**src/rtl/panel_scan_reader.sv**
```systemverilog
// panel_scan_reader: HUB75 16x16 1/8-scan driver that fetches RGB565 pixels from RAM
// and shows 4 binary-weighted bit planes per row.
`default_nettype none

module panel_scan_reader #(
    parameter int BASE_ON_CYCLES = 8
) (
    input  logic        i_clk,
    input  logic        i_reset_n,
    input  logic        i_enable,
    output logic [7:0]  o_r_addr,
    output logic        o_r_enable,
    input  logic [15:0] i_r_data,
    output logic [2:0]  o_rgb1,
    output logic [2:0]  o_rgb2,
    output logic [2:0]  o_row,
    output logic        o_clk,
    output logic        o_lat,
    output logic        o_oe_n,
    output logic        o_frame_done
);

    localparam int CNT_W = $clog2(BASE_ON_CYCLES * 8 + 1);

    typedef enum logic [2:0] {
        IDLE    = 3'd0,
        RD_TOP  = 3'd1,
        RD_BOT  = 3'd2,
        CLK_LO  = 3'd3,
        CLK_HI  = 3'd4,
        BLANK   = 3'd5,
        LATCH   = 3'd6,
        DISPLAY = 3'd7
    } state_t;

    state_t            state;
    state_t            state_next;
    logic [3:0]        col;
    logic [2:0]        row;
    logic [1:0]        plane;
    logic [CNT_W-1:0]  on_cnt;
    logic [CNT_W-1:0]  on_len;
    logic              on_last;
    logic [15:0]       top_pix;
    logic [7:0]        addr_hold;
    logic [2:0]        rgb1_hold;
    logic [2:0]        rgb2_hold;
    logic [2:0]        row_hold;
    logic              frame_done;

    function automatic logic [2:0] plane_bits(input logic [15:0] pix, input logic [1:0] p);
        plane_bits = {pix[4'd12 + {2'b00, p}], pix[4'd7 + {2'b00, p}], pix[4'd1 + {2'b00, p}]};
    endfunction

    assign on_len  = CNT_W'(BASE_ON_CYCLES) << plane;
    assign on_last = (on_cnt == on_len - CNT_W'(1));

    always_ff @(posedge i_clk or negedge i_reset_n) begin
        if (!i_reset_n) begin
            state <= IDLE;
        end else begin
            state <= state_next;
        end
    end

    always_comb begin
        state_next = state;
        case (state)
            IDLE:    if (i_enable) state_next = RD_TOP;
            RD_TOP:  state_next = RD_BOT;
            RD_BOT:  state_next = CLK_LO;
            CLK_LO:  state_next = CLK_HI;
            CLK_HI:  state_next = (col == 4'd15) ? BLANK : RD_TOP;
            BLANK:   state_next = LATCH;
            LATCH:   state_next = DISPLAY;
            DISPLAY: if (on_last) state_next = i_enable ? RD_TOP : IDLE;
            default: state_next = IDLE;
        endcase
    end

    always_ff @(posedge i_clk or negedge i_reset_n) begin
        if (!i_reset_n) begin
            col        <= '0;
            row        <= '0;
            plane      <= '0;
            on_cnt     <= '0;
            top_pix    <= '0;
            addr_hold  <= '0;
            rgb1_hold  <= '0;
            rgb2_hold  <= '0;
            row_hold   <= '0;
            frame_done <= 1'b0;
        end else begin
            frame_done <= (state == DISPLAY) && on_last && (plane == 2'd3) && (row == 3'd7);
            case (state)
                IDLE: begin
                    col    <= '0;
                    row    <= '0;
                    plane  <= '0;
                    on_cnt <= '0;
                end
                RD_TOP: addr_hold <= {1'b0, row, col};
                RD_BOT: begin
                    addr_hold <= {1'b1, row, col};
                    top_pix   <= i_r_data;
                end
                // i_r_data carries the bottom pixel during this state
                CLK_LO: begin
                    rgb1_hold <= plane_bits(top_pix, plane);
                    rgb2_hold <= plane_bits(i_r_data, plane);
                end
                CLK_HI: col <= col + 4'd1;
                BLANK:  row_hold <= row;
                LATCH:  on_cnt <= '0;
                DISPLAY: begin
                    if (on_last) begin
                        on_cnt <= '0;
                        plane  <= plane + 2'd1;
                        if (plane == 2'd3) row <= row + 3'd1;
                    end else begin
                        on_cnt <= on_cnt + CNT_W'(1);
                    end
                end
                default: ;
            endcase
        end
    end

    // Address and colour are presented combinationally in their own state so the
    // data is settled before the HUB75 clock rises; registers hold them afterwards.
    always_comb begin
        o_r_addr = addr_hold;
        if (state == RD_TOP) o_r_addr = {1'b0, row, col};
        if (state == RD_BOT) o_r_addr = {1'b1, row, col};
    end

    assign o_rgb1       = (state == CLK_LO) ? plane_bits(top_pix, plane)  : rgb1_hold;
    assign o_rgb2       = (state == CLK_LO) ? plane_bits(i_r_data, plane) : rgb2_hold;
    assign o_r_enable   = (state == RD_TOP) || (state == RD_BOT);
    assign o_row        = row_hold;
    assign o_clk        = (state == CLK_HI);
    assign o_lat        = (state == LATCH);
    assign o_oe_n       = (state != DISPLAY);
    assign o_frame_done = frame_done;

endmodule

`default_nettype wire

```
**config.mk**
```make
export PLATFORM = sky130hd
export DESIGN_NAME = panel_scan_reader
export DESIGN_NICKNAME = d
export VERILOG_FILES = /design/src/rtl/panel_scan_reader.sv
export SDC_FILE = /design/constraint.sdc
export NUM_CORES = 1
export LEC_CHECK = 0
export ABC_AREA = 1
export CORE_MARGIN = 2
export CORE_UTILIZATION = 35
export CTS_CLUSTER_SIZE = 28
export DETAILED_ROUTE_END_ITERATION = 12
export HOLD_SLACK_MARGIN = 0.1
export PLACE_DENSITY = 0.67
export REMOVE_ABC_BUFFERS = 1
export SETUP_SLACK_MARGIN = 0.2
export SYNTH_ARGS = -nofsm -noshare
export SYNTH_HDL_FRONTEND = slang
export SYNTH_SLANG_ARGS = --single-unit
```
**constraint.sdc**
```tcl
create_clock -name i_clk -period 2.6 [get_ports i_clk]
set_clock_uncertainty 0.15 [all_clocks]
set_input_delay 0.39 -clock i_clk [delete_from_list [all_inputs] [get_ports i_clk]]
set_output_delay 0.39 -clock i_clk [all_outputs]
set_load 0.02 [all_outputs]
```
==> results of run 1 <==
[cells in the final DEF (no fill, tap or decap), drive strengths merged]
cell type	synthesis	layout
a21oi	10	10
a22o	1	1
a31oi	2	2
buf	7	25
bufinv	0	1
clkbuf	2	14
clkdlybuf4s15	0	1
clkdlybuf4s50	0	23
clkinv	0	3
dfrtp	53	53
dlygate4sd3	0	1
dlymetal6s2s	0	2
ha	7	7
inv	41	41
nand2	128	128
nand3	22	22
nand4	4	4
nor2	29	29
nor3	1	1
o21ai	50	50
o22ai	1	1
o31ai	1	1
or2	2	2
xnor2	1	1
[worst paths after layout]
path / start / to / slack, ns / depth (start not counted)
max in group asynchronous: i_reset_n / on_cnt[0] / 1.31 / 3
worst max register to register: plane[0] / row[0] / 0.54 / 11
worst max-delay path: plane[0] / o_rgb1[0] / 0.27 / 9
worst min-delay path: addr_hold[7] / addr_hold[7] / 0.32 / 2
worst min register to register: addr_hold[7] / addr_hold[7] / 0.32 / 2
min in group asynchronous: i_reset_n / addr_hold[0] / 0.42 / 2
[registers in the layout, indices dropped and copies added, names as in the netlist, 3 cells and up]
| register | count |
|---|---|
| addr_hold | 8 |
| row | 3 |
| top_pix | 16 |
| on_cnt | 7 |
| col | 4 |
| state | 3 |
| o_row | 3 |
| rgb1_hold | 3 |
| rgb2_hold | 3 |
[layer usage]
metal  wire length, µm  GRT usage, %  up-vias  share of wire [%]
li1                  -             -     1278                  -
met1              3140          21.2     1150                 49
met2              3010          25.8       38                 47
met3               228          3.87        5                3.5
met4                53          3.38        0               0.82
met5                 0             0        -                  0
[tightest hold or removal path, stage by stage, from the launching register on]
cell and delay, ns:
dfrtp_1 0.33, nand2_1 0.06, nand2_1 0.05
[metrics by stage]
step	setup slack (ns)	power, mW	hold slack [ns]	instance area (µm²)	std cells
global route	0.111	4.73	0.347	3580	525
detailed placement	0.0146	3.68	0.255	3420	513
CTS	0.0598	4.24	0.329	3550	522
global placement	0.00876	3.63	0.252	3420	513
floorplan	0.0281	2.81	-0.0556	2750	353
finish	0.274	4.34	0.324	3580	525
[layout make-up]
type                            instances  area (µm²)
Sequential cell                        53        1330
Timing Repair inverter                  1        5.00
Clock buffer                            5        68.8
Inverter                               41         161
Tap cell                              102         128
Fill cell                             795        4190
Timing Repair Buffer                   61         538
Clock inverter                          3        50.0
Multi-Input combinational cell        259        1300
[cell families after synthesis]
kind of cell,share of synthesized area [%]
AO/OA/AOI/OAI,13.1
buffers and inverters,7.62
XOR/XNOR,0.312
AND/OR/NAND/NOR,28.6
flip-flops,47.2
adder cells (fa/ha/maj),3.12
[power by group]
group	internal [mW]	switching, mW	total (mW)
combinational	0.934	1.47	2.40
sequential	1.14	0.207	1.35
clock	0.295	0.299	0.594
[timing repair]
| action | in CTS | in global routing |
|---|---|---|
| hold buffers | 1 | 0 |
| buffers inserted | 0 | 2 |
| cloned | 0 | 1 |
| pin swaps | 0 | 1 |
| endpoints found under the hold margin | 22 | 0 |
| endpoints found under the setup margin | 16 | 16 |
| gates resized for setup | 34 | 45 |
==> results.yml, run 1 <==
synthesis:
  ys.flop_type: "dfrtp_1"
  synthArstFlopShare_pct: 100
  yosys-top-cells-count: "nand2_1, dfrtp_1, inv_1"
  yosysTopAreaCell: "dfrtp_1"
  ys_top_cells_by_area: "dfrtp_1, nand2_1, o21ai_0"
  synth_edf_count: 0
  synth_cell_types: 30
  yosysTopAreaCellShare_pct: 47.2
  netlist_area_um2: 2810
  netlist_instances: 362
  syn_avg_cell_area_um2: 7.76
  yosysMostFrequentCell: "nand2_1"
  yosysWarningCount: 0
  seq_area_frac_synth_pct: 47.2
  synth_seq_cells: 53
sta:
  slew_violations: 0
  timing.fmax_mhz: 430
  fin_crit_sh_pct: 89.5
  setup_viol: 0
  fin_setup_tns_ns: 0
  post-route-min-period_ns: 2.33
  tightest_slew_ns: 0.540
  finalHoldViolations: 0
  slew_headroom_pct: 64.0
  rsz0062_at_grt: "yes"
floorplan:
  num_rows: 32
  core_area_um2: 7770
  initial_core_util_pct: 36.1
  die_w_um: 93.6
  dieArea_um2: 8750
  ios: 41
  die_h_um: 93.6
setup_path:
  cp_num_buf_inv: 2
  slowest_stage: "dfrtp_1"
  required_ns: 2.06
  endpoint_kind: "output port"
  cp_top_family: "simple AND/OR/NAND/NOR gates"
  slowest_delay_ns: 0.42
  critPathKind: "register to output port"
  crit_fanout: 22
  crit_chain: "buf_8 > or2_2 > o21ai_2 > nand2_1 > nand3_1 > nand2_1 > nand2_1 > nand2_1 > buf_4"
  crit_top_cell: "nand2_1"
  critPathLaunchType: "register"
  crit_arrival_ns: 1.79
final_layout:
  syn_to_final_growth_pct: 27.5
  drive_above_1_share_pct: 20.1
  final_core_util_pct: 46.1
  layout.nets: 448
  diodes: 0
grt:
  grt_pass1_wl_um: 11000
  track_usage_pct: 15.8
  grt_max_degree: 32
  grt_pass1_vias: 2354
  antenna_found_initial: 0
  grt-ovfl-total: 0
routing:
  firstDrtPassIters: 4
  viasPerCell: 4.71
  antenna_left: 0
  drc: 0
  routed_wl_um: 6430
  vias: 2471
  routedWlPerCell_um: 12.2
  drt_iter0_drc: 98
pwr:
  p_per_area_nw_per_um2: 1210
  peakVddDrop_mv: 0.805
  leakagePower_nw: 1.81
run_status:
  status: "completed"
placed_design:
  gp_congestion: 0.858
  portBuffers: 40
  dp_hpwl_um: 4650
run:
  max_cap_viol_count: 0
clock_tree:
  clkLatencyLatePin_ns: 0.33
  clock_path_buffers: 2
  cts_root_buffer: "clkbuf_8"
  numClockSinks: 53
  htreeDepth: 2
  numCtsBuffers: 5
  cts_tree: "done"
  clkTransAtPathRegs_ns: 0.10
min_path:
  hold_path.class: "register to register"
Power figures use the tool's default switching activity.
==> run 2, diff against run 1 <==
--- a/config.mk
+++ b/config.mk
@@ -8,2 +8,3 @@
 export ABC_AREA = 1
+export CAP_MARGIN = 10
 export CORE_MARGIN = 2
==> constraint.sdc (replaced) <==
create_clock -name i_clk -period 2.6 [get_ports i_clk]
set_clock_uncertainty 0.15 [all_clocks]
set_input_delay 0.52 -clock i_clk [delete_from_list [all_inputs] [get_ports i_clk]]
set_output_delay 0.52 -clock i_clk [all_outputs]
set_load 0.02 [all_outputs]
==> run 2 against run 1 <==
  * Die area unchanged
  * Power increased by 5.3%
  * Via count increased by 3.5%
  * Critical path type unchanged
  * Critical endpoint is now o_rgb1[1]
  * Largest cell class is now multi-input gates
==> results.yml, run 2 (same netlist as run 1, synthesis figures left out) <==
clock_tree:
  clkLatencyLatePin_ns: 0.32
  cts_root_buffer: "clkbuf_8"
  numClockSinks: 53
  numCtsBuffers: 5
  clkTransAtPathRegs_ns: 0.10
  cts_tree: "done"
  clock_path_buffers: 2
  htreeDepth: 2
final_layout:
  largest_reg_flops: 16
  layout_common_cells: "nand2_1, dfrtp_1, inv_1"
  drive_above_1_share_pct: 24.1
  final_area_um2: 3730
  diodes: 0
  syn_to_final_growth_pct: 32.8
  fin_cells: 537
  layout.nets: 460
  top_register: "top_pix"
  final_common_cell: "nand2_1"
  top_regs: "top_pix x16, addr_hold x8, on_cnt x7"
routing:
  drt_iter0_drc: 152
  vias: 2557
  routedWlPerCell_um: 12.3
  firstDrtPassIters: 4
  routed_wl_um: 6600
  viasPerCell: 4.76
  drc: 0
  antenna_left: 0
setup_path:
  cp_num_buf_inv: 3
  crit_fanout: 6
  r2r_cells: 13
  cp_top_family: "flip-flops"
  crit_top_cell: "nand2_1"
  critPathKind: "register to output port"
  critPathLaunchType: "register"
  crit_arrival_ns: 1.85
  r2r-end: "row[1]"
  required_ns: 1.93
  endpoint_kind: "output port"
  crit_chain: "inv_2 > ha_4 > buf_6 > o21ai_2 > o21ai_1 > nand2_1 > nand2_1 > nand2_1 > nand2_2 > buf_6"
  slowest_delay_ns: 0.42
  slowest_stage: "dfrtp_1"
  rrSetupSlack_ns: 0.47
  reg2reg_from: "plane[0]"
pwr:
  p_int_mw: 2.49
  peakVddDrop_mv: 0.490
  p_comb_share_pct: 60.5
  leakagePower_nw: 1.88
  switching_power_mw: 2.08
  finalPower_mw: 4.57
  power_frac_clock_pct: 10.6
  p_per_area_nw_per_um2: 1230
  swShare_pct: 45.6
  p_seq_share_pct: 29.0
grt:
  grt_max_degree: 54
  antenna_found_initial: 0
  grt_pass1_vias: 2447
  grt-ovfl-total: 0
  track_usage_pct: 16.2
  grt_pass1_wl_um: 11300
sta:
  tightest_slew_ns: 0.336
  rsz0062_at_grt: "yes"
  fin_crit_sh_pct: 96.7
  slew_headroom_pct: 77.4
  post-route-min-period_ns: 2.52
  finalHoldViolations: 0
  timing.fmax_mhz: 398
  slew_violations: 0
  setup_viol: 0
floorplan:
  dieArea_um2: 8750
  ios: 41
  num_rows: 32
  die_w_um: 93.6
  initial_core_util_pct: 36.1
  core_area_um2: 7770
  die_h_um: 93.6
min_path:
  worstHoldPathCells: 2
  hold_path.class: "register to register"
  holdPathEnd: "top_pix[7]"
  worst_hold_startpoint: "top_pix[7]"
run:
  max_cap_viol_count: 0
placed_design:
  dp_hpwl_um: 4580
  placed_cell_area_um2: 3460
  gp_congestion: 0.812
  dp_cells: 518
  portBuffers: 40
run_status:
  status: "completed"
-- run 2: how the worst max path moves through the flow --
stage	from	endpoint	slack, ns	cells past startpoint
floorplan	plane[0]	o_rgb2[0]	-0.10	10
global placement	i_r_data[0]	o_rgb2[0]	-0.23	10
detailed placement	i_r_data[4]	o_rgb2[0]	-0.25	10
CTS	plane[0]	o_rgb1[1]	0.03	11
global route	plane[0]	o_rgb1[1]	-0.02	11
finish	plane[0]	o_rgb1[1]	0.08	10
-- run 2: metrics by stage --
step / worst slack, ns / hold WS, ns / utilization (%) / TNS (ns)
global placement: -0.233 / 0.299 / 44.5 / -0.792
floorplan: -0.102 / 0.0744 / - / -0.203
global route: -0.0218 / 0.350 / 48.0 / -0.0218
finish: 0.0848 / 0.324 / 48.0 / 0
CTS: 0.0265 / 0.331 / 47.2 / 0
detailed placement: -0.250 / 0.306 / 44.5 / -0.809
-- run 2: power by group through the flow --
stage	Clock (mW)	Sequential, mW	Combinational, mW
finish	0.483	1.32	2.77
global route	0.539	1.36	3.08
CTS	0.504	1.32	2.59
detailed placement	0	1.33	2.39
global placement	0	1.32	2.35
floorplan	0	1.35	1.46
-- run 2: routing by layer --
metal / track usage, % / up-vias / wire (µm)
met2: 26.1 / 53 / 3250
met5: 0 / - / 0
met4: 4.59 / 0 / 46
met1: 22.2 / 1193 / 3030
met3: 3.55 / 6 / 266
li1: - / 1305 / -
-- run 2: final cells by class --
class                      instances  area (µm²)
clock inverter                     3        21.3
tap                              102         128
timing repair inverter             2        15.0
fill                             755        4040
multi-input combinational        259        1340
sequential                        53        1330
inverter                          41         161
timing repair buffer              72         669
clock buffer                       5        68.8
-- run 2: worst register-to-register path, stage by stage, from the launching register on --
cell,delay (ns)
dfrtp_1,0.43
buf_4,0.15
bufbuf_16,0.27
ha_1,0.21
inv_1,0.06
nand2_1,0.06
nand2_1,0.06
nand2_1,0.05
nand2_1,0.07
nand2_1,0.12
nand2_2,0.20
nand2_2,0.10
nand2_1,0.07
nand2_1,0.04
-- run 2: what timing repair did --
action                                  CTS  global route
pin swaps                                 1            15
setup buffers                             4             3
cloned                                    1             2
endpoints found under the setup margin   18            14
resized for setup                        77            46
endpoints found under the hold margin    53             0
hold buffers                              1             0
==> run 3, diff against run 2 <==
ABC_CLOCK_PERIOD_IN_PS = 2600   (was unset)
CORE_ASPECT_RATIO = 1.2   (was unset)
==> run 3 against run 2 <==
  * The run now ends with design-rule violations left
  * Global-route usage decreased by 0.98 points
  * Worst setup slack improved by 0.092 ns
  * Count of clock-buffer cells in the layout increased by 1
  * Critical path depth increased by 1
  * Non-clock buffer count increased by 3
  * Sequential power about the same
  * Via count decreased by 2.8%
  * Fmax increased by 3.8%
  * Largest power group unchanged
  * Highest routed layer unchanged
  * Critical path type unchanged
  * First-iteration DRC count decreased by 41%
  * Register-to-register slack improved by 0.10 ns
  * Hold slack got worse by 0.14 ns
  * Final cell count decreased by 1.5%
==> results.yml, run 3 (same netlist as run 1, synthesis figures left out) <==
sta:
  finalHoldViolations: 0
  setup_viol: 0
  post-route-min-period_ns: 2.42
  tightest_slew_ns: 0.690
  slew_violations: 0
  fin_setup_tns_ns: 0
  slew_headroom_pct: 54.0
  timing.fmax_mhz: 413
  rsz0062_at_grt: "yes"
  fin_crit_sh_pct: 93.2
clock_tree:
  cts_root_buffer: "clkbuf_8"
  clkTransAtPathRegs_ns: 0.10
  clock_path_buffers: 2
  numCtsBuffers: 5
  numClockSinks: 53
  cts_tree: "done"
  htreeDepth: 2
  clkLatencyLatePin_ns: 0.31
setup_path:
  endpoint: "o_rgb1[0]"
  r2r-end: "row[0]"
  critPathLaunchType: "register"
  reg2reg_from: "plane[0]"
  crit_arrival_ns: 1.75
  r2r_cells: 11
  critPathKind: "register to output port"
  rrSetupSlack_ns: 0.57
  endpoint_kind: "output port"
  cp-startpoint: "plane[0]"
  required_ns: 1.93
  crit_fanout: 6
final_layout:
  layout_common_cells: "nand2_1, dfrtp_1, buf_4"
  top_register: "top_pix"
  fillCellCount: 779
  final_core_util_pct: 47.2
  final_common_cell: "nand2_1"
  syn_to_final_growth_pct: 30.3
  diodes: 0
  drive_above_1_share_pct: 23.6
  final_area_um2: 3660
  layout.nets: 463
  largest_reg_flops: 16
  top_regs: "top_pix x16, addr_hold x8, on_cnt x7"
  fin_cells: 529
run_status:
  violations: "design-rule violations"
  status: "finished, violations left"
grt:
  grt_pass1_vias: 2337
  antenna_found_initial: 0
  grt_max_degree: 54
  grt-ovfl-total: 0
  grt_pass1_wl_um: 10600
  track_usage_pct: 15.3
floorplan:
  num_rows: 35
  die_w_um: 85.8
  initial_core_util_pct: 36.2
  ios: 41
  dieArea_um2: 8760
  core_area_um2: 7750
  die_h_um: 102
routing:
  antenna_left: 0
  viasPerCell: 4.70
  drt_iter0_drc: 89
  routed_wl_um: 6350
  vias: 2486
  drc: 2
  firstDrtPassIters: 8
  routedWlPerCell_um: 12.0
placed_design:
  placed_cell_area_um2: 3460
  portBuffers: 40
  dp_hpwl_um: 4530
  dp_cells: 511
  gp_congestion: 0.852
min_path:
  hold_path.class: "primary input to asynchronous set/reset pin"
pwr:
  peakVddDrop_mv: 0.569
  p_per_area_nw_per_um2: 1210
  finalPower_mw: 4.44
  leakagePower_nw: 1.87
run:
  max_cap_viol_count: 0
==> run 3: cell types whose count changed in the layout (fill, tap and decap cells not counted), sizes merged <==
cell / before / now
clkinv: 3 / 2
clkbuf: 5 / 8
clkdlybuf4s15: 1 / 0
inv: 42 / 41
buf: 44 / 48
dlygate4sd3: 1 / 0
bufbuf: 1 / 0
==> run 3: critical path: stages, from the launching register on <==
cell,delay [ns]
dfrtp_1,0.41
inv_2,0.08
ha_4,0.21
buf_6,0.13
nor2_2,0.09
o21ai_1,0.06
o21ai_1,0.07
nand2_1,0.07
nand2_1,0.06
nand2_1,0.05
nand2_2,0.09
buf_6,0.12
==> run 3: area by class of cell <==
cell class                 count  area, µm²  share of cell area [%]
tap                           92        115                    3.15
sequential                    53       1330                    36.4
inverter                      41        161                    4.41
clock inverter                 1       7.51                   0.205
timing repair buffer          75        638                    17.4
timing repair inverter         2       11.3                   0.308
clock buffer                   6       82.6                    2.26
multi-input combinational    259       1310                    35.9
==> run 3: power breakdown <==
part	internal, mW	switching (mW)
clock network	0.211	0.272
registers	1.14	0.199
logic	1.10	1.53
total	2.45	2.00
==> run 3: routing by layer <==
layer | share of wire (%) | global-route usage [%] | vias up
li1 | - | - | 1300
met1 | 47 | 19.9 | 1132
met2 | 48 | 25.4 | 44
met3 | 3.3 | 2.67 | 10
met4 | 1.6 | 6.11 | 0
met5 | 0 | 0 | -
==> run 3: what timing repair did <==
| item | 4_1_cts | 5_1_grt |
|---|---|---|
| buffers inserted | 2 | 7 |
| gates cloned | 0 | 2 |
| gates resized for setup | 81 | 25 |
| pin swaps | 3 | 10 |
| hold buffers | 0 | 0 |
| endpoints found under the setup margin | 18 | 15 |
==> run 3: how the worst min path moves through the flow <==
stage | to
after global routing | top_pix[10]
after detailed placement | top_pix[15]
after floorplan | addr_hold[0]
after CTS | top_pix[10]
after global placement | top_pix[7]
final | top_pix[10]
==> run 3: through the flow <==
step                      worst slack (ns)  hold slack, ns
final                                0.177           0.181
after floorplan                     -0.102          0.0744
after global placement              -0.172           0.298
after detailed placement            -0.210           0.303
after CTS                           0.0569           0.214
after global routing                0.0773           0.237
